**config.mk**
```make
export PLATFORM = sky130hd
export DESIGN_NAME = display_scan_mux
export DESIGN_NICKNAME = d
export VERILOG_FILES = /design/src/rtl/display_scan_mux.sv
export SDC_FILE = /design/constraint.sdc
export NUM_CORES = 1
export LEC_CHECK = 0
export CORE_ASPECT_RATIO = 0.6
export CORE_MARGIN = 1.5
export CORE_UTILIZATION = 58
export CTS_CLUSTER_DIAMETER = 100
export CTS_CLUSTER_SIZE = 24
export DETAILED_ROUTE_END_ITERATION = 8
export PLACE_DENSITY = 0.84
export SYNTH_ARGS = -nofsm -noshare
export SYNTH_HDL_FRONTEND = slang
export SYNTH_SLANG_ARGS = --single-unit
```
**constraint.sdc**
```tcl
create_clock -name clk -period 3 [get_ports clk]
set_input_delay 0.6 -clock clk [delete_from_list [all_inputs] [get_ports clk]]
set_output_delay 0.6 -clock clk [all_outputs]
set_load 0.02 [all_outputs]
```
**src/rtl/display_scan_mux.sv**
```systemverilog
// Time-multiplexed N-digit hex scanner for a common-anode 7-segment display, with tear-free frame-boundary commit.
// Optional leading-zero blanking is enabled by defining DISP_LZB_EN.
module display_scan_mux #(
  parameter int N_DIG       = 4,
  parameter int REFRESH_DIV = 50000
) (
  input  logic               clk,
  input  logic               rst,
  input  logic [4*N_DIG-1:0] data_in,
  input  logic               load,
  output logic               ready,
  output logic [3:0]         s_muxfue,
  output logic [N_DIG-1:0]   an,
  output logic               frame_done
);
  localparam int CW = $clog2(REFRESH_DIV);
  localparam int IW = (N_DIG > 1) ? $clog2(N_DIG) : 1;
  localparam logic [CW-1:0] CNT_LAST = CW'(REFRESH_DIV - 1);
  localparam logic [IW-1:0] IDX_LAST = IW'(N_DIG - 1);

  logic [CW-1:0]           r_cnt;
  logic [IW-1:0]           r_idx;
  logic [N_DIG-1:0][3:0]   r_disp;
  logic [N_DIG-1:0][3:0]   r_pend;
  logic                    r_pend_v;

  logic w_tick;
  logic w_frame_end;
  logic [N_DIG-1:0] w_an_scan;

  assign w_tick      = (r_cnt == CNT_LAST);
  assign w_frame_end = w_tick && (r_idx == IDX_LAST);

  always_ff @(posedge clk) begin
    if (rst) begin
      r_cnt    <= '0;
      r_idx    <= '0;
      r_disp   <= '0;
      r_pend   <= '0;
      r_pend_v <= 1'b0;
    end else begin
      r_cnt <= w_tick ? '0 : r_cnt + 1'b1;
      if (w_tick)
        r_idx <= (r_idx == IDX_LAST) ? '0 : r_idx + 1'b1;
      // Commit wins over capture: a load is only taken when the buffer is empty.
      if (w_frame_end && r_pend_v) begin
        r_disp   <= r_pend;
        r_pend_v <= 1'b0;
      end else if (load && !r_pend_v) begin
        r_pend   <= data_in;
        r_pend_v <= 1'b1;
      end
    end
  end

  assign ready      = ~r_pend_v;
  assign frame_done = w_frame_end;
  assign s_muxfue   = r_disp[r_idx];
  assign w_an_scan  = ~(N_DIG'(1) << r_idx);

`ifdef DISP_LZB_EN
  // w_nz_hi[i] is set when any digit from i up to the top is nonzero.
  logic [N_DIG-1:0] w_nz_hi;
  logic             w_acc;

  always_comb begin
    w_nz_hi = '0;
    w_acc   = 1'b0;
    for (int i = N_DIG - 1; i >= 0; i--) begin
      w_acc      = w_acc | (|r_disp[i]);
      w_nz_hi[i] = w_acc;
    end
  end

  assign an = ((r_idx != '0) && !w_nz_hi[r_idx]) ? '1 : w_an_scan;
`else
  assign an = w_an_scan;
`endif
endmodule

```
; ---- After elaboration in Yosys (flattened, before gate mapping)
; Cells that the tools add are included.
[classes]
n_eq_ne = 2
n_lt_le_gt_ge = 1
n_mux = 3
add_sub_neg = 2
n_reduce_logical = 7
shift = 1
bitwise = 3
[op_table]
columns = operator, n
row1 = adder 16 x 1 -> 16 bit (second input constant), 1
row2 = equality test 16 bit (second input constant), 1
row3 = binary-select mux 4 bit (select 2 bit), 1
row4 = 2-to-1 mux 4 bit, 1
row5 = NOT 4 bit, 1
row6 = OR reduction 2 bit, 2
row7 = left shift 1 x 2 -> 4 bit (first input constant), 1
row8 = logical AND 1 bit, 3
row9 = less-than comparator 2 x 3 -> 1 bit (second input constant), 1
row10 = adder 2 x 1 -> 2 bit (second input constant), 1
row11 = equality test 2 bit (second input constant), 1
row12 = 2-to-1 mux 2 bit, 1
row13 = NOT 1 bit, 2
row14 = AND reduction 2 bit, 1
row15 = logical NOT 1 bit, 1
[totals]
elab_cells = 30
register_bits = 51
in_bits = 19

; ---- Depth between registers and ports, before layout
; Gate-level depths: netlist of run 1.
[logic_depth]
word_depth = 5
ltp_mapped = 7
ltp_nobuf = 5

; ---- Worst setup path before layout of run 1
; OpenSTA, ideal clock, no wires.
[synth_timing]
kind = register to output
from = register r_cnt[7]
to = output frame_done
n_path_buf = 0
slack_ps = 870
arrival_time_ps = 1530
path_stages_with_launch = 4
t_required_ps = 2400
path_cell_list = dfxtp_1 > or4b_1 > nor4_4 > and2_1
[synth_via]
elab_chain_cells = 2
[synth_rtl]
columns = element, line_no
row1 = start: declaration, 21  ; logic [CW-1:0] r_cnt;
row2 = start signal: assignment, 42  ; r_cnt <= w_tick ? '0 : r_cnt + 1'b1;
row3 = equality test 16 bit, 31  ; assign w_tick = (r_cnt == CNT_LAST);
row4 = logical AND 1 bit, 32  ; assign w_frame_end = w_tick && (r_idx == IDX_LAST);
row5 = end: declaration, 14  ; output logic frame_done
; Every way passes these cells.

; ---- Final worst setup path of run 1
; Same ends and word-level chain as after synthesis.

==> impl_metrics.tcl, run 1 <==
set metrics [dict create \
    core.rowCount 17 \
    rsz0062_at_grt "false" \
    max_stage_delay_ns 0.60 \
    htreeDepth 2 \
    cpMaxStageDelayCell "clkdlybuf4s50_1" \
    nNetsFinal 300 \
    setup_viol 0 \
    dr.pass1.iters 4 \
    core_area_um2 3720 \
    wire_per_inst_um 12.0 \
    maxCapViolations 0 \
    area.growth.synth_to_final_pct 18.1 \
    p_leak_uw 0.000916 \
    grt_pass1_wl_mm 6.56 \
    netlist_area_um2 2280 \
    crit_fanout 5 \
    crit_family "simple AND/OR/NAND/NOR gates" \
    ir_drop_mv 0.262 \
    yosys_warnings 0 \
    die_x_um 83.9 \
    avgSynthCellArea_um2 9.11 \
    finClkSkew_ns 0.00351 \
    hold_violations 0 \
    antenna_left 0 \
    yosysSeqAreaShare 0.448 \
    drive_gt1_frac 0.0650 \
    final.setup.tns_ns 0 \
    crit_type "register to output pin" \
    start_util 0.612 \
    crit_required_ns 2.40 \
    grt_pass1_vias 1505 \
    slew_headroom 0.623 \
    crit_chain "or4b_1, nor4_4, and2_1, clkdlybuf4s50_1" \
    whs_ns 0.457 \
    clockBufferDepth 2 \
    routed_wl_mm 3.89 \
    tightest_slew_ns 0.564 \
    layout_commonest_cell "dfxtp_1" \
    synth_fp_nets 274 \
    vias 1666 \
    grt_overflow 0 \
    min_path_type "register to register" \
    cts_hold_buf 0 \
    cts_resized 0 \
    die-area_um2 4330 \
    diodes 0 \
    first_iter_violations 97 \
    cp.buffers_inverters 1 \
    cts_tree "yes" \
    slew_viol_final 0 \
    cts-root-buf "clkbuf_8" \
    cts_num_sinks 51 \
    finalCriticalPeriod_ns 2.91 \
    post_cts_buffers 0 \
    drcViolationCount 0 \
    antenna_found_initial 0 \
    synth_cells 250 \
    hpwl_mm 2.76 \
    crit_arrival_ns 2.31 \
    clock.fmax_mhz 344 \
    clk_latency_ns 0.30 \
    status "completed" \
    powerDensity_nw_per_um2 471 \
    fp.dieH_um 51.6 \
    startpoint_type "register" \
    io_buffers 28 \
    finalCritPeriodShare 0.970 \
    worstSetupEndpointType "output pin" \
    io_pins 29 \
    final_cell_mix "51 x dfxtp_1, 37 x nand2_1, 32 x nand2b_1, 28 x clkdlybuf4s50_1, 22 x nor2_1" \
    path_clk_slew_ns 0.09 \
    avgViaCountPerCell 5.14 \
    grt_max_degree 53 \
    grt_use_total 0.195 \
    numCtsBuffers 5 \
    netlist-cell-type-count 27 \
    ys_ff_latch 51 \
    gp_congestion 0.842 \
]
## per-stage QoR
step                 util  power, uW  cells  cell area (um2)  worst slack [ns]
floorplan               -        765    250             2280             0.870
global placement    0.691        800    316             2570             0.460
detailed placement  0.691        801    316             2570             0.418
CTS                 0.723       1280    324             2690            0.0756
global route        0.723       1310    324             2690            0.0205
finish              0.723       1270    324             2690            0.0911
## cells in the mapped netlist
cell,number,area (um2)
a21oi_1,16,80.1
and2_1,1,6.26
and3_1,1,6.26
buf_12,1,20.0
buf_2,2,10.0
buf_6,1,11.3
clkbuf_1,9,33.8
dfxtp_1,51,1020
ha_1,5,62.6
inv_1,11,41.3
mux2i_1,18,180
mux4_2,4,90.1
nand2_1,37,139
nand2b_1,32,200
nand3_1,4,20.0
nand3b_1,1,7.51
nand4_1,5,31.3
nor2_1,22,82.6
nor2b_1,1,6.26
nor3_1,6,30.0
nor4_1,4,25.0
nor4_4,1,21.3
or2_1,1,6.26
or4b_1,1,10.0
or4b_4,1,13.8
xnor2_1,12,105
xor2_1,2,17.5
## flip-flops by register name, summed over array words and instances (netlist names)
register  count
r_idx         2
r_pend_v      1
r_disp       16
r_pend       16
r_cnt        16
## worst min-delay path: stages, from the launching register on
cell and delay (ns):
dfxtp_1 0.32, nand2_1 0.05, a21oi_1 0.05
## layer usage
metal,global-route usage,vias up,wire [um]
met5,0,-,0
met4,0.0574,0,41
met3,0.0492,7,159
met2,0.302,31,1590
met1,0.273,758,2100
li1,-,870,-
## final cells by class
type,instances,area (um2)
multi-input cells,175,1140
flip-flops and latches,51,1020
repair buffers,32,310
inverters,11,41.3
well taps,47,58.8
clock buffers,6,82.6
clock inverters,2,35.0
fillers,274,1030
## power by group
part / internal (uW) / switching [uW]
Clock: 270 / 213
Combinational: 44.0 / 37.6
Sequential: 693 / 10.2
## worst paths after layout
| path | startpoint | end | slack (ns) | cells after the start |
|---|---|---|---|---|
| worst min register to register | r_pend[4]$_SDFFE_PP0P_ | r_pend[4]$_SDFFE_PP0P_ | 0.46 | 2 |
| worst min-delay path | r_pend[4]$_SDFFE_PP0P_ | r_pend[4]$_SDFFE_PP0P_ | 0.46 | 2 |
| worst max-delay path | r_cnt[7]$_SDFF_PP0_ | frame_done | 0.09 | 4 |
| worst max register to register | r_cnt[7]$_SDFF_PP0_ | r_disp[0]$_SDFFE_PP0P_ | 0.66 | 6 |
## cell families after synthesis
group	Yosys count	share of synthesized area
AOI/OAI and AO/OA	16	0.0351
xor gates and xnor gates	14	0.0538
adders and majority gates	5	0.0275
buffers and inverters	24	0.0511
DFF	51	0.448
muxes	22	0.119
and+or+nand+nor	118	0.266
No activity file was read; power rests on OpenSTA's default activity.
==> run 2, diff against run 1 <==
Settings changed: CORE_UTILIZATION 58 to 49, PLACE_DENSITY 0.84 to 0.78.
Clock period 3 ns to 2.6 ns, I/O delays scaled along.
==> impl_metrics.tcl, run 2 (synthesis results as in run 1) <==
set metrics [dict create \
    p_leak_uw 0.000942 \
    grt_util_met3 0.0423 \
    cts-root-buf "clkbuf_8" \
    finClkSkew_ns 0.00954 \
    drive_gt1_frac 0.0819 \
    htreeDepth 2 \
    avgViaCountPerCell 4.89 \
    powerDensity_nw_per_um2 537 \
    antenna_left 0 \
    grt_max_degree 30 \
    first_iter_violations 75 \
    status "completed" \
    die_x_um 91.0 \
    power_frac_comb 0.066 \
    core_area_um2 4280 \
    vias 1668 \
    wire_per_inst_um 12.1 \
    crit_type "register to output pin" \
    use_met2 0.267 \
    grt_pass1_vias 1544 \
    p_clk_frac 0.382 \
    ir_drop_mv 0.257 \
    dr.pass1.iters 4 \
    start_util 0.532 \
    clk_latency_ns 0.30 \
    layout_commonest_cell "dfxtp_1" \
    tightest_slew_ns 0.594 \
    clockBufferDepth 2 \
    crit_arrival_ns 1.98 \
    cts_tree "yes" \
    cts_num_sinks 51 \
    slew_viol_final 0 \
    pwr-share-seq 0.552 \
    die-area_um2 5080 \
    rsz0062_at_grt "false" \
    grt.met1_usage 0.243 \
    routed_wl_mm 4.13 \
    hold_violations 0 \
    finalCritPeriodShare 0.963 \
    slew_headroom 0.603 \
    final.setup.tns_ns 0 \
    finalCriticalPeriod_ns 2.50 \
    dp_slack_ns 0.133 \
    clock.fmax_mhz 400 \
    area.growth.synth_to_final_pct 20.1 \
    core.rowCount 18 \
    setup_viol 0 \
    busiest_layer "met2" \
    whs_ns 0.458 \
    maxCapViolations 0 \
    crit_fanout 4 \
    sw_frac_of_total 0.209 \
    min_path_type "register to register" \
    top_regs "r_cnt: 16 flops, r_disp: 16 flops, r_pend: 16 flops" \
    crit_required_ns 2.08 \
    gp_congestion 0.793 \
    drcViolationCount 0 \
    fin_area_um2 2740 \
    fp.dieH_um 55.8 \
    startpoint_type "register" \
    numCtsBuffers 5 \
    diodes 0 \
    grt_pass1_wl_mm 7.15 \
    grt_use_total 0.174 \
    final_cell_mix "50 x dfxtp_1, 37 x nand2_1, 32 x nand2b_1, 27 x clkdlybuf4s50_1, 22 x nor2_1" \
    dpl_cell_area_um2 2610 \
    worstSetupEndpointType "output pin" \
    path_clk_slew_ns 0.09 \
    p_switching_uw 307 \
    antenna_found_initial 0 \
    intPower_uw 1160 \
    io_buffers 28 \
    nNetsFinal 304 \
    worst_slack_ns 0.0973 \
    dpl.cell_count 332 \
    io_pins 29 \
    grt_overflow 0 \
    hpwl_mm 2.98 \
    final_cells 341 \
]
[run 2: cell count changes in the layout (fill, tap and decap cells not counted), sizes merged]
cell | before | now
buf | 4 | 8
clkdlybuf4s50 | 28 | 27
dlygate4sd2 | 0 | 1
[run 2: final cells by class]
type                       instances  area, um2
fill                             367       1540
multi-input combinational        175       1140
sequential                        51       1020
timing repair buffer              36        339
clock buffer                       6       82.6
tap                               60       75.1
inverter                          11       41.3
clock inverter                     2       35.0
[run 2: power groups by stage]
stage	clock network, uW	registers (uW)	logic (uW)
finish	562	811	97.0
global route	609	814	109
CTS	574	811	98.0
detailed placement	0	830	97.6
global placement	0	829	96.2
floorplan	0	827	55.4
[run 2: critical path, cell delays in order (launching register included)]
cell and delay (ns):
dfxtp_1 0.36, or4b_4 0.56, nor4_4 0.30, and2_1 0.15, dlygate4sd2_1 0.32
[run 2: per-layer routing]
metal  routed length [um]  vias up
met1                 2210      767
met4                   36        0
met2                 1760       21
met5                    0        -
li1                     -      876
met3                  117        4
[run 2: worst paths after layout]
check / from / endpoint / slack [ns] / cells past startpoint
worst max-delay path: r_cnt[5]$_SDFF_PP0_ / frame_done / 0.1 / 4
worst min-delay path: r_pend[8]$_SDFFE_PP0P_ / r_pend[8]$_SDFFE_PP0P_ / 0.46 / 2
worst max register to register: r_cnt[5]$_SDFF_PP0_ / r_disp[1]$_SDFFE_PP0P_ / 0.45 / 6
worst min register to register: r_pend[8]$_SDFFE_PP0P_ / r_pend[8]$_SDFFE_PP0P_ / 0.46 / 2
[run 2: through the flow]
stage	power, uW	util
after floorplan	882	-
after global placement	925	0.610
after detailed placement	927	0.610
after CTS	1480	0.639
after global routing	1530	0.639
final	1470	0.639
[run 2: repair_timing]
action | CTS | global route
endpoints found under the setup margin | 1 | 4
resized for setup | 1 | 1
setup buffers | 1 | 0
hold buffers | 0 | 0
pin swaps | 1 | 0
==> run 3, diff against run 2 <==
Settings changed: REMOVE_ABC_BUFFERS from default to 1.
Clock period 2.6 ns to 2.2 ns, I/O delays scaled along.
==> impl_metrics.tcl, run 3 (synthesis results as in run 1) <==
set metrics [dict create \
    status "completed" \
    finClkSkew_ns 0.00607 \
    slew_headroom 0.624 \
    routed_wl_mm 4.54 \
    clk_latency_ns 0.30 \
    diodes 0 \
    die-area_um2 5080 \
    avgViaCountPerCell 4.91 \
    wire_per_inst_um 12.7 \
    dr.pass1.iters 5 \
    cts-root-buf "clkbuf_8" \
    antenna_left 0 \
    setup_viol 0 \
    numCtsBuffers 5 \
    io_pins 29 \
    cts_tree "yes" \
    crit_type "register to output pin" \
    drcViolationCount 0 \
    core.rowCount 18 \
    drive_gt1_frac 0.148 \
    max_stage_delay_ns 0.54 \
    min_path_type "register to register" \
    maxCapViolations 0 \
    grt_pass1_vias 1567 \
    hpwl_mm 3.24 \
    cts_hold_buf 0 \
    clockBufferDepth 2 \
    finalCritPeriodShare 0.996 \
    slew_viol_final 0 \
    crit_arrival_ns 1.75 \
    path_clk_slew_ns 0.08 \
    grt_max_degree 25 \
    cts_num_sinks 51 \
    layout_commonest_cell "dfxtp_1" \
    ff_latch_area_um2 1030 \
    rsz0062_at_grt "true" \
    crit_fanout 2 \
    core_area_um2 4280 \
    grt_overflow 0 \
    area.growth.synth_to_final_pct 26.9 \
    powerDensity_nw_per_um2 601 \
    top_regs "r_cnt: 16 flops, r_disp: 16 flops, r_pend: 16 flops" \
    grt_use_total 0.194 \
    p_leak_uw 0.00107 \
    finalCriticalPeriod_ns 2.19 \
    ir_drop_mv 0.353 \
    multi_input_area_um2 1150 \
    start_util 0.532 \
    tightest_slew_ns 0.562 \
    gp_congestion 0.847 \
    final_cell_mix "49 x dfxtp_1, 37 x nand2_1, 32 x nand2b_1, 24 x buf_4, 22 x nor2_1" \
    vias 1757 \
    nNetsFinal 321 \
    io_buffers 28 \
    crit_required_ns 1.76 \
    startpoint_type "register" \
    first_iter_violations 94 \
    fp.dieH_um 55.8 \
    die_x_um 91.0 \
    p_total_uw 1740 \
    cpMaxStageDelayCell "or4b_4" \
    clock.fmax_mhz 457 \
    fin_area_um2 2890 \
    grt_pass1_wl_mm 7.60 \
    antenna_found_initial 0 \
    dpl_cell_area_um2 2740 \
    nFillCells 334 \
    worstSetupEndpointType "output pin" \
    crit_chain "or4b_4, nor4_4, and2_1, buf_6" \
    htreeDepth 2 \
    hold_violations 0 \
]
[run 3: final cells by class]
type,count,area share
clock inverter,2,0.0121
timing repair buffer,53,0.167
inverter,11,0.0143
multi-input combinational,175,0.398
sequential,51,0.355
clock buffer,6,0.0286
tap,60,0.0260
[run 3: repair_timing]
item | 4_1_cts | 5_1_grt
resized for setup | 11 | 6
setup buffers | 0 | 2
gates cloned | 0 | 0
pin swaps | 0 | 2
endpoints found under the setup margin | 7 | 4
[run 3: final timing paths]
path	from	end	slack, ns	cells past startpoint
setup / recovery	r_cnt[7]$_SDFF_PP0_	frame_done	0.01	4
hold / removal	r_pend[9]$_SDFFE_PP0P_	r_pend[9]$_SDFFE_PP0P_	0.46	2
setup reg to reg	r_cnt[7]$_SDFF_PP0_	r_disp[12]$_SDFFE_PP0P_	0.11	7
hold reg to reg	r_pend[9]$_SDFFE_PP0P_	r_pend[9]$_SDFFE_PP0P_	0.46	2
[run 3: power by group]
group / internal, uW / switching [uW]
logic: 66.6 / 57.1
clock network: 368 / 289
registers: 944 / 12.6
[run 3: critical path, delay by kind of cell (launching register included)]
| kind | cells | cell delay (ns) |
|---|---|---|
| AND/OR/NAND/NOR | 3 | 1.02 |
| flip-flops | 1 | 0.33 |
| buffers and inverters | 1 | 0.12 |
[run 3: stage by stage]
stage	util	std cells	hold WS [ns]	worst slack (ns)	TNS [ns]
2_1_floorplan	-	237	0.430	-0.0679	-1.09
3_3_place_gp	0.641	348	0.445	-0.110	-0.110
3_5_place_dp	0.641	348	0.448	-0.128	-0.128
4_1_cts	0.668	356	0.463	0.0115	0
5_1_grt	0.676	358	0.479	-0.0636	-0.0636
6_report	0.676	358	0.458	0.00967	0
[run 3: routing by layer]
layer	vias up	routed length [um]	part of all wire	GRT usage
met5	-	0	0	0
met4	0	10	0.0022	0.0379
met3	2	339	0.075	0.0697
met2	58	1930	0.42	0.268
met1	784	2260	0.50	0.288
li1	913	-	-	-
